<file path="config.mk">
export PLATFORM = sky130hd
export DESIGN_NAME = apb_arbiter2
export DESIGN_NICKNAME = d
export VERILOG_FILES = /design/src/rtl/apb_arb_pkg.sv /design/src/rtl/apb_watchdog.sv /design/src/rtl/apb_arbiter2.sv
export SDC_FILE = /design/constraint.sdc
export NUM_CORES = 1
export LEC_CHECK = 0
export ABC_AREA = 1
export ABC_CLOCK_PERIOD_IN_PS = 1500
export CORE_AREA = 4 4 124 126
export CTS_BUF_LIST = sky130_fd_sc_hd__clkbuf_8
export DETAILED_ROUTE_END_ITERATION = 10
export DIE_AREA = 0 0 128 130
export PLACE_DENSITY = 0.64
export SLEW_MARGIN = 20
export SYNTH_ARGS = -nofsm -noshare
export SYNTH_HDL_FRONTEND = slang
export SYNTH_HIERARCHICAL = 1
export SYNTH_SLANG_ARGS = --single-unit
</file>
<file path="constraint.sdc">
create_clock -name clock -period 1.5 [get_ports clock]
set_input_delay 0.225 -clock clock [delete_from_list [all_inputs] [get_ports clock]]
set_output_delay 0.225 -clock clock [all_outputs]
set_load 0.1 [all_outputs]
</file>
<file path="src/rtl/apb_arb_pkg.sv">
// Shared types and APB field widths for the two-master APB arbiter.
package apb_arb_pkg;

    localparam int APB_AW    = 32;
    localparam int APB_DW    = 32;
    localparam int APB_PROTW = 3;
    localparam int APB_STRBW = 4;

    typedef enum logic [1:0] {
        ST_IDLE   = 2'd0,
        ST_SETUP  = 2'd1,
        ST_ACCESS = 2'd2
    } state_t;

endpackage

</file>
<file path="src/rtl/apb_watchdog.sv">
// ACCESS-phase cycle counter; flags the cycle in which the transfer has run TIMEOUT access cycles.
module apb_watchdog #(
    parameter int unsigned TIMEOUT = 255,
    parameter int unsigned TO_W    = 8
) (
    input  logic clock,
    input  logic reset,
    input  logic clr,
    input  logic run,
    output logic expired
);

    // TIMEOUT == 0 disables the watchdog; LIMIT is then never compared.
    localparam logic [TO_W-1:0] LIMIT = (TIMEOUT == 0) ? '0 : TO_W'(TIMEOUT - 1);
    localparam logic            ENABLED = (TIMEOUT != 0);

    logic [TO_W-1:0] count;

    always_ff @(posedge clock or negedge reset) begin
        if (!reset) begin
            count <= '0;
        end else if (clr) begin
            count <= '0;
        end else if (run && (count != '1)) begin
            count <= count + TO_W'(1);
        end
    end

    assign expired = ENABLED && run && (count == LIMIT);

endmodule

</file>
<file path="src/rtl/apb_arbiter2.sv">
// Two-master APB arbiter: one SETUP/ACCESS transfer per grant, round-robin or fixed
// priority, with an ACCESS-phase watchdog that completes hung transfers with PSLVERR.
//
//   state     | meaning
//   ST_IDLE   | no transfer; arbitrate between m0_psel / m1_psel
//   ST_SETUP  | out_psel=1, out_penable=0 for the granted master
//   ST_ACCESS | out_psel=1, out_penable=1; wait for out_pready or watchdog
module apb_arbiter2
    import apb_arb_pkg::*;
#(
    parameter int unsigned RR_EN   = 1,
    parameter int unsigned TIMEOUT = 255,
    parameter int unsigned TO_W    = 8
) (
    input  logic                 clock,
    input  logic                 reset,

    input  logic [APB_AW-1:0]    m0_paddr,
    input  logic                 m0_psel,
    input  logic                 m0_penable,
    input  logic [APB_PROTW-1:0] m0_pprot,
    input  logic                 m0_pwrite,
    input  logic [APB_DW-1:0]    m0_pwdata,
    input  logic [APB_STRBW-1:0] m0_pstrb,
    output logic                 m0_pready,
    output logic [APB_DW-1:0]    m0_prdata,
    output logic                 m0_pslverr,

    input  logic [APB_AW-1:0]    m1_paddr,
    input  logic                 m1_psel,
    input  logic                 m1_penable,
    input  logic [APB_PROTW-1:0] m1_pprot,
    input  logic                 m1_pwrite,
    input  logic [APB_DW-1:0]    m1_pwdata,
    input  logic [APB_STRBW-1:0] m1_pstrb,
    output logic                 m1_pready,
    output logic [APB_DW-1:0]    m1_prdata,
    output logic                 m1_pslverr,

    output logic [APB_AW-1:0]    out_paddr,
    output logic [APB_PROTW-1:0] out_pprot,
    output logic                 out_pwrite,
    output logic [APB_DW-1:0]    out_pwdata,
    output logic [APB_STRBW-1:0] out_pstrb,
    output logic                 out_psel,
    output logic                 out_penable,
    input  logic                 out_pready,
    input  logic [APB_DW-1:0]    out_prdata,
    input  logic                 out_pslverr
);

    localparam logic RR = (RR_EN != 0);

    state_t state, state_nx;
    logic   gnt, gnt_nx;
    logic   last, last_nx;
    logic   granted_sel;
    logic   expired;
    logic   done;
    logic   resp_err;
    logic [APB_DW-1:0] resp_data;
    logic   active;

    // The granted master is in its access phase by construction, so penable is ignored.
    logic   unused_penable;
    assign unused_penable = m0_penable ^ m1_penable;

    assign granted_sel = gnt ? m1_psel : m0_psel;
    assign active      = (state != ST_IDLE);

    always_ff @(posedge clock or negedge reset) begin
        if (!reset) begin
            state <= ST_IDLE;
            gnt   <= 1'b0;
            last  <= 1'b1;
        end else begin
            state <= state_nx;
            gnt   <= gnt_nx;
            last  <= last_nx;
        end
    end

    always_comb begin
        state_nx    = state;
        gnt_nx      = gnt;
        last_nx     = last;
        out_psel    = 1'b0;
        out_penable = 1'b0;
        done        = 1'b0;
        case (state)
            ST_IDLE: begin
                if (m0_psel || m1_psel) begin
                    state_nx = ST_SETUP;
                    if (m0_psel && m1_psel) begin
                        gnt_nx = RR ? ~last : 1'b0;
                    end else begin
                        gnt_nx = m1_psel;
                    end
                end
            end
            ST_SETUP: begin
                out_psel = 1'b1;
                state_nx = granted_sel ? ST_ACCESS : ST_IDLE;
            end
            ST_ACCESS: begin
                out_psel    = 1'b1;
                out_penable = 1'b1;
                // A master that withdraws its request gets no response and keeps its turn.
                if (!granted_sel) begin
                    state_nx = ST_IDLE;
                end else if (out_pready || expired) begin
                    done     = 1'b1;
                    last_nx  = gnt;
                    state_nx = ST_IDLE;
                end
            end
            default: begin
                state_nx = ST_IDLE;
            end
        endcase
    end

    apb_watchdog #(
        .TIMEOUT (TIMEOUT),
        .TO_W    (TO_W)
    ) u_watchdog (
        .clock   (clock),
        .reset   (reset),
        .clr     (state == ST_SETUP),
        .run     (state == ST_ACCESS),
        .expired (expired)
    );

    // A real slave response takes precedence over a simultaneous watchdog expiry.
    assign resp_err  = out_pready ? out_pslverr : 1'b1;
    assign resp_data = out_pready ? out_prdata  : '0;

    assign m0_pready  = done && !gnt;
    assign m0_pslverr = done && !gnt && resp_err;
    assign m0_prdata  = (done && !gnt) ? resp_data : '0;

    assign m1_pready  = done && gnt;
    assign m1_pslverr = done && gnt && resp_err;
    assign m1_prdata  = (done && gnt) ? resp_data : '0;

    assign out_paddr  = !active ? '0   : (gnt ? m1_paddr  : m0_paddr);
    assign out_pprot  = !active ? '0   : (gnt ? m1_pprot  : m0_pprot);
    assign out_pwrite = !active ? 1'b0 : (gnt ? m1_pwrite : m0_pwrite);
    assign out_pwdata = !active ? '0   : (gnt ? m1_pwdata : m0_pwdata);
    assign out_pstrb  = !active ? '0   : (gnt ? m1_pstrb  : m0_pstrb);

endmodule

</file>
== Yosys cells after proc, flatten, opt, wreduce, memory -nomap -nowiden ==
Cells that the tools add are included.

* Logic and storage cells: 57
* Bits in registers: 12
* Output and inout port bits: 142
* Input port bits: 184

* Reduce and logical (&&, ||, !) cells: 17
* Eq/ne operators: 6
* Bitwise operators: 1
* Muxes and demuxes: 28
* $add $sub $neg: 1

{| class="wikitable"
|+ Operators with widths
! operator !! number
|-
| $mux 32 || 7
|-
| $mux 8 || 2
|-
| $mux 1 || 10
|-
| $add 8x1->8 const B || 1
|-
| $eq 8x8->1 const B || 1
|-
| $mux 2 || 4
|-
| $mux 4 || 2
|-
| $ne 8x8->1 const B || 1
|-
| $logic_and 1x1->1 || 7
|-
| $mux 3 || 2
|-
| $pmux 2 s3 || 1
|-
| $reduce_and 2->1 || 2
|-
| $reduce_bool 2->1 || 2
|-
| $ne 3x3->1 const B || 1
|-
| $reduce_and 3->1 || 1
|-
| $eq 2x1->1 const B || 1
|-
| $eq 2x2->1 const B || 1
|-
| $logic_not 2->1 || 1
|-
| $logic_or 1x1->1 || 2
|-
| $ne 2x2->1 const B || 1
|-
| $reduce_or 2->1 || 1
|-
| $logic_not 1->1 || 1
|-
| $not 1->1 || 1
|}

== Longest topological paths before layout ==
Gate-level depths: netlist of run 1.

* Depth in word-level cells: 8
* Gate-level depth with buffers: 9
* Depth with buffers taken out: 9

== By module ==
The synthesis of run 1 kept the hierarchy.

{| class="wikitable"
|+ By module, submodules not included
! module !! cells each !! seq. area each (um^2) !! area an instance (um^2) !! times used
|-
| apb_arbiter2 || 388 || 101.3 || 1,761.7 || 1
|-
| apb_watchdog || 75 || 200.2 || 528.0 || 1
|}

== Least setup slack after synthesis of run 1 ==
OpenSTA, ideal clock, no wires.

* Path type: register to output
* From: register state[0]
* To: output m1_prdata[23]
* Path buffers: 1
* Setup slack: -2.094 ns
* Data required time: 1.275 ns
* Data arrival time: 3.369 ns
* Stages on the path, launching flop included: 10
* Cells stage by stage: dfrtp_1 -> inv_1 -> ha_1 -> inv_1 -> nor2_1 -> nor2_1 -> nor2_4 -> nand2_4 -> buf_6 -> nor2_1

* Longest elaborated chain between the ends: 8

{| class="wikitable"
|+ RTL lines
! item !! RTL line !! text
|-
| start, declared || apb_arbiter2.sv:54 || <nowiki>state_t state, state_nx;</nowiki>
|-
| start signal, assigned || apb_arbiter2.sv:77 || <nowiki>state <= state_nx;</nowiki>
|-
| $eq 2x2->1 || apb_arbiter2.sv:130 || <nowiki>.run (state == ST_ACCESS),</nowiki>
|-
| $logic_and 1x1->1 || apb_watchdog.sv:29 || <nowiki>assign expired = ENABLED && run && (count == LIMIT);</nowiki>
|-
| named net expired || apb_arbiter2.sv:58 || <nowiki>logic expired;</nowiki>
|-
| $logic_or 1x1->1 || apb_arbiter2.sv:111 || <nowiki>end else if (out_pready || expired) begin</nowiki>
|-
| $mux 1 || apb_arbiter2.sv:111 ||
|-
| $mux 1 || apb_arbiter2.sv:109 || <nowiki>if (!granted_sel) begin</nowiki>
|-
| $mux 1 || apb_arbiter2.sv:90 || <nowiki>case (state)</nowiki>
|-
| $logic_and 1x1->1 || apb_arbiter2.sv:144 || <nowiki>assign m1_prdata = (done && gnt) ? resp_data : '0;</nowiki>
|-
| $mux 32 || apb_arbiter2.sv:144 ||
|-
| end, declared || apb_arbiter2.sv:37 || <nowiki>output logic [APB_DW-1:0] m1_prdata,</nowiki>
|}

The timed path passes the listed nets, and every way through them passes these cells.

== Worst setup path after layout of run 1 ==
* From: register u_watchdog.count[0]
* To: output m1_prdata[6]

* Longest elaborated chain between the ends: 8

{| class="wikitable"
|+ RTL lines
! item !! RTL line !! text
|-
| start, declared || apb_watchdog.sv:17 || <nowiki>logic [TO_W-1:0] count;</nowiki>
|-
| start signal, assigned || apb_watchdog.sv:25 || <nowiki>count <= count + TO_W'(1);</nowiki>
|-
| $eq 8x8->1 || apb_watchdog.sv:29 ||
|-
| $logic_and 1x1->1 || apb_watchdog.sv:29 ||
|-
| named net expired || apb_arbiter2.sv:58 ||
|-
| $logic_or 1x1->1 || apb_arbiter2.sv:111 ||
|-
| $mux 1 || apb_arbiter2.sv:111 ||
|-
| $mux 1 || apb_arbiter2.sv:109 ||
|-
| $mux 1 || apb_arbiter2.sv:90 ||
|-
| $logic_and 1x1->1 || apb_arbiter2.sv:144 ||
|-
| $mux 32 || apb_arbiter2.sv:144 ||
|}

The timed path passes the listed nets, and every way through them passes these cells.

==> impl_metrics.toml, run 1 <==
[place]
port_buffers = 323
place_area_mm2 = 0.008507
gp_congestion = 0.8990
dpl.hpwl_um = 13880

[floorplanning]
fp.dieH_um = 130
die_w_um = 128
fp.coreArea_mm2 = 0.01431
ioPinCount = 326
rows = 44
die-area_mm2 = 0.01664
initial_utilization = 0.1600

[grt]
grt_max_degree = 34
track_usage = 0.2313
grt_pass1_vias = 5128
antenna_found_initial = 0
overflow = 0
grt_first_pass_wirelength_um = 29840

[worst_setup_path]
critical_path_class = "flip-flop to output port"
r2r_setup_slack_ps = -130
critPathLaunchType = "flip-flop"
crit_required_ps = 1270
critPathCaptureType = "output port"
crit_fanout = 7
worst_ep_arrival_time_ps = 1970

[detailed_routing]
wl_um = 20460
drt-initial-drc-count = 153
vias_per_cell = 4.631
ant_nets = 0
drc = 0
drtPass1Iterations = 4
vias = 4710
wl_per_cell_um = 20.12

[cells_and_area]
nets = 1023
drive_above_1_share = 0.5618
final_common_cell = "clkdlybuf4s50_1"
n_antenna_cell = 0
final_area_mm2 = 0.01020
syn2layout_area_growth_pct = 345.6
nFillCells = 920
layout_common_cells = "181 x clkdlybuf4s50_1, 158 x buf_12, 141 x nor2_4"

[clock_network]
cts_tree = "done"
root_buffer = "clkbuf_8"
cts-hold-fix-buffers = 0
clk_pin_slew_worst_paths_ps = 50
cts_buffers = 3
cts.path.max_buffers = 2
clk_latency_ps = 250
clock_sinks = 12
h-tree-depth = 1

[sta]
hold_slack_ps = 285.4
slew_violations = 0
max_slew.worst_pin.slew_ps = 327.7
max_freq_mhz = 456.2
finalClockSkew_ps = 4.250
setup_viol = 143
setup_ws_ps = -692.2
final_hold_viol_count = 0
period_needed_ps = 2192
grt_setup_unrepaired = "yes"
relSlewSlack = 0.7815
timing.final.crit_share = 1.461

[yosys]
synth-seq-cells = 12
synthCells = 463
netlist_area_mm2 = 0.002290
yosysUniqueCellTypes = 23
syn_area_per_cell_um2 = 4.945
syn-num-nets = 652
ys_seq_area_frac = 0.1317
yosysWarnings = 6

[outcome]
outcome = "finished with violations"
violations = "negative setup slack"

[min_path]
hold_class = "primary input to asynchronous set/reset pin"

[flow_run]
drv_cap = 0
sequential cells by signal (all words and copies together), names as in the netlist:
name,count
u_watchdog/count,8
state,2
last,1
gnt,1
stage by stage:
step | cells | setup TNS, ps | setup slack, ps | util
after floorplan | 463 | -68480 | -828.3 | -
after global placement | 978 | -48660 | -523.1 | 0.5943
after detailed placement | 978 | -50840 | -542.1 | 0.5943
after CTS | 1021 | -80330 | -737.3 | 0.7132
after global routing | 1017 | -88100 | -811.2 | 0.7128
final | 1017 | -75060 | -692.2 | 0.7128
repair_timing:
item,CTS,global route
pin swaps,84,19
setup buffers,24,4
gates cloned,16,0
endpoints found under the setup margin,145,152
gates resized for setup,199,21
kinds of logic (layout without fill, tap and decap cells):
group | Yosys count | in the layout | share of synthesized area
AND/OR/NAND/NOR | 312 | 312 | 0.5415
AO/OA/AOI/OAI | 80 | 80 | 0.1760
buffers and inverters | 52 | 422 | 0.1158
XOR/XNOR | 2 | 2 | 0.007652
flip-flops | 12 | 12 | 0.1317
adder cells (fa/ha/maj) | 5 | 5 | 0.02732
per-layer routing:
metal,part of all wire,wire length [um],track usage
met1,0.34,6921,0.2385
met4,0.032,658,0.07678
met2,0.53,10930,0.4424
met3,0.095,1950,0.07245
met5,0,0,0
final cells by class:
| class | count | area (um2) | area share |
|---|---|---|---|
| clock buffers | 4 | 55.05 | 0.005396 |
| flip-flops and latches | 12 | 302.8 | 0.02968 |
| well taps | 184 | 230.2 | 0.02257 |
| repair buffers | 398 | 5808 | 0.5693 |
| multi-input cells | 399 | 3686 | 0.3613 |
| repair inverters | 1 | 16.27 | 0.001594 |
| inverters | 19 | 103.9 | 0.01018 |
Yosys cell counts (all sizes together):
cell,number,share of area
o21ai,77,0.17
clkinv,4,0.0087
xor2,2,0.0077
dfstp,1,0.011
nand2,74,0.14
nand4,3,0.0082
clkbuf,18,0.030
a21boi,1,0.0033
buf,15,0.052
ha,5,0.027
nand3,9,0.020
a21oi,2,0.0044
nor2,226,0.38
inv,15,0.026
dfrtp,11,0.12
worst max-delay path, cell delays in order, from the launching register on:
cell	delay [ps]
dfrtp_1	390
clkinv_2	80
ha_4	120
nand4_1	100
nor2_2	120
nor2_2	60
nor2_4	150
buf_12	120
nand2_8	110
buf_16	190
nor2_4	110
buf_12	180
worst paths after layout:
path | start | endpoint | cells past startpoint
max in group asynchronous | reset | last | 2
setup / recovery | u_watchdog/count[0] | m1_prdata[6] | 11
hold / removal | reset | gnt | 2
min in group clock | last | last | 2
hold reg to reg | last | last | 2
setup reg to reg | u_watchdog/count[0] | last | 11
Power of run 1 is left out: the tool's default activity adds up to more than one toggle a clock period on the data nets, which glitch-free logic cannot reach.
==> run 2, diff against run 1 <==
--- a/config.mk
+++ b/config.mk
@@ -9,9 +9,12 @@
 export ABC_CLOCK_PERIOD_IN_PS = 1500
 export CORE_AREA = 4 4 124 126
 export CTS_BUF_LIST = sky130_fd_sc_hd__clkbuf_8
+export CTS_CLUSTER_DIAMETER = 30
 export DETAILED_ROUTE_END_ITERATION = 10
 export DIE_AREA = 0 0 128 130
+export GPL_ROUTABILITY_DRIVEN = 0
 export PLACE_DENSITY = 0.64
+export RECOVER_POWER = 50
 export SLEW_MARGIN = 20
 export SYNTH_ARGS = -nofsm -noshare
 export SYNTH_HDL_FRONTEND = slang
==> run 2 against run 1 <==
  * The run still ends with negative setup slack left
  * Global-route usage stayed put
  * Clock skew hardly changed
  * Sequential cell count stayed put
  * Cell area hardly changed
  * Non-clock buffer count stayed put
  * Via count hardly changed
  * Die area stayed put
  * Count of clock-buffer cells in the layout stayed put
  * Core utilization hardly changed
  * Setup slack hardly changed
==> impl_metrics.toml, run 2 (synthesis results as in run 1) <==
[outcome]
outcome = "finished with violations"
violations = "negative setup slack"

[floorplanning]
rows = 44
die_w_um = 128
fp.dieH_um = 130
die-area_mm2 = 0.01664
initial_utilization = 0.1600
ioPinCount = 326
fp.coreArea_mm2 = 0.01431

[cells_and_area]
fin_util = 0.7125
regMostFlops = "u_watchdog/count"
drive_above_1_share = 0.5606
n_antenna_cell = 0
syn2layout_area_growth_pct = 345.4
nets = 1023
top_regs = "u_watchdog/count (8), state (2)"
final_common_cell = "clkdlybuf4s50_1"
largest_reg_flops = 8
nFillCells = 922
layout_common_cells = "180 x clkdlybuf4s50_1, 158 x buf_12, 141 x nor2_4"

[worst_setup_path]
r2r-start = "u_watchdog/count[0]"
critPathCaptureType = "output port"
reg2reg_depth = 11
crit_fanout = 7
worst_ep_arrival_time_ps = 1970
critPathLaunchType = "flip-flop"
crit_required_ps = 1270
critical_path_class = "flip-flop to output port"
r2r-end = "last"
r2r_setup_slack_ps = -130

[sta]
grt_setup_unrepaired = "yes"
period_needed_ps = 2192
setup_viol = 143
finalClockSkew_ps = 4.041
max_freq_mhz = 456.2
final_hold_viol_count = 0
setup_ws_ps = -692.2
timing.final.crit_share = 1.461
max_slew.worst_pin.slew_ps = 689.0
relSlewSlack = 0.5407
slew_violations = 0
hold_slack_ps = 494.8

[clock_network]
cts.path.max_buffers = 2
cts_tree = "done"
clock_sinks = 12
h-tree-depth = 1
clk_pin_slew_worst_paths_ps = 50
cts-hold-fix-buffers = 0
root_buffer = "clkbuf_8"
cts_buffers = 3
clk_latency_ps = 250

[place]
dp_slack_ps = -542.1
dpl.hpwl_um = 13880
port_buffers = 323

[grt]
track_usage = 0.2313
grtUsageMet2 = 0.4424
grt_first_pass_wirelength_um = 29840
busiest_layer = "met2"
grt_max_degree = 34
antenna_found_initial = 0
grtUsageMet1 = 0.2385
overflow = 0
grt_pass1_vias = 5128
met3_usage = 0.07245

[detailed_routing]
drtPass1Iterations = 4
drt-initial-drc-count = 160
vias = 4707
drc = 0
wl_um = 20460
vias_per_cell = 4.628
wl_per_cell_um = 20.12
ant_nets = 0

[min_path]
hold_depth = 2
hold_class = "flip-flop to flip-flop"
holdCritStartpoint = "last"
hold_end = "last"

[flow_run]
drv_cap = 0
## run 2: worst max-delay path: stages, from the launching register on
cell      delay (ps)
dfrtp_1          390
clkinv_2          80
ha_4             120
nand4_1          100
nor2_2           120
nor2_2            60
nor2_4           150
buf_12           120
nand2_8          110
buf_16           190
nor2_4           110
buf_12           180
## run 2: timing repair
| item | CTS | global route |
|---|---|---|
| setup buffers | 24 | 4 |
| resized for setup | 199 | 21 |
| hold endpoints to repair | 0 | 0 |
| setup endpoints to repair | 145 | 152 |
| gates cloned | 16 | 0 |
| pin swaps | 84 | 19 |
## run 2: area by class of cell
cell class	count	area [um2]	area share
timing repair buffer	398	5804	0.5691
multi-input combinational	399	3686	0.3614
sequential	12	302.8	0.02969
tap	184	230.2	0.02257
inverter	19	103.9	0.01018
clock buffer	4	55.05	0.005398
timing repair inverter	1	16.27	0.001595
## run 2: routing by layer
layer	share of wire	vias up
met3	0.096	39
met4	0.032	0
met5	0	-
li1	-	2196
met1	0.34	2196
met2	0.53	276
## run 2: worst max path at each step
stage / startpoint / end / slack (ps) / cells after the start
2_1_floorplan: state[0] / m0_prdata[10] / -830 / 9
3_3_place_gp: m1_psel / m0_prdata[10] / -520 / 9
3_5_place_dp: m1_psel / m0_prdata[6] / -540 / 9
4_1_cts: u_watchdog/count[4] / m1_prdata[6] / -740 / 11
5_1_grt: u_watchdog/count[0] / m1_prdata[15] / -810 / 11
6_report: u_watchdog/count[0] / m1_prdata[6] / -690 / 11
## run 2: stage by stage
| stage | cells | cell area, um2 | setup TNS [ps] |
|---|---|---|---|
| 4_1_cts | 1021 | 10210 | -80330 |
| 3_5_place_dp | 978 | 8507 | -50840 |
| 5_1_grt | 1017 | 10200 | -88100 |
| 2_1_floorplan | 463 | 3518 | -68480 |
| 6_report | 1017 | 10200 | -75070 |
| 3_3_place_gp | 978 | 8507 | -48660 |
Power of run 2 is left out for the same reason.
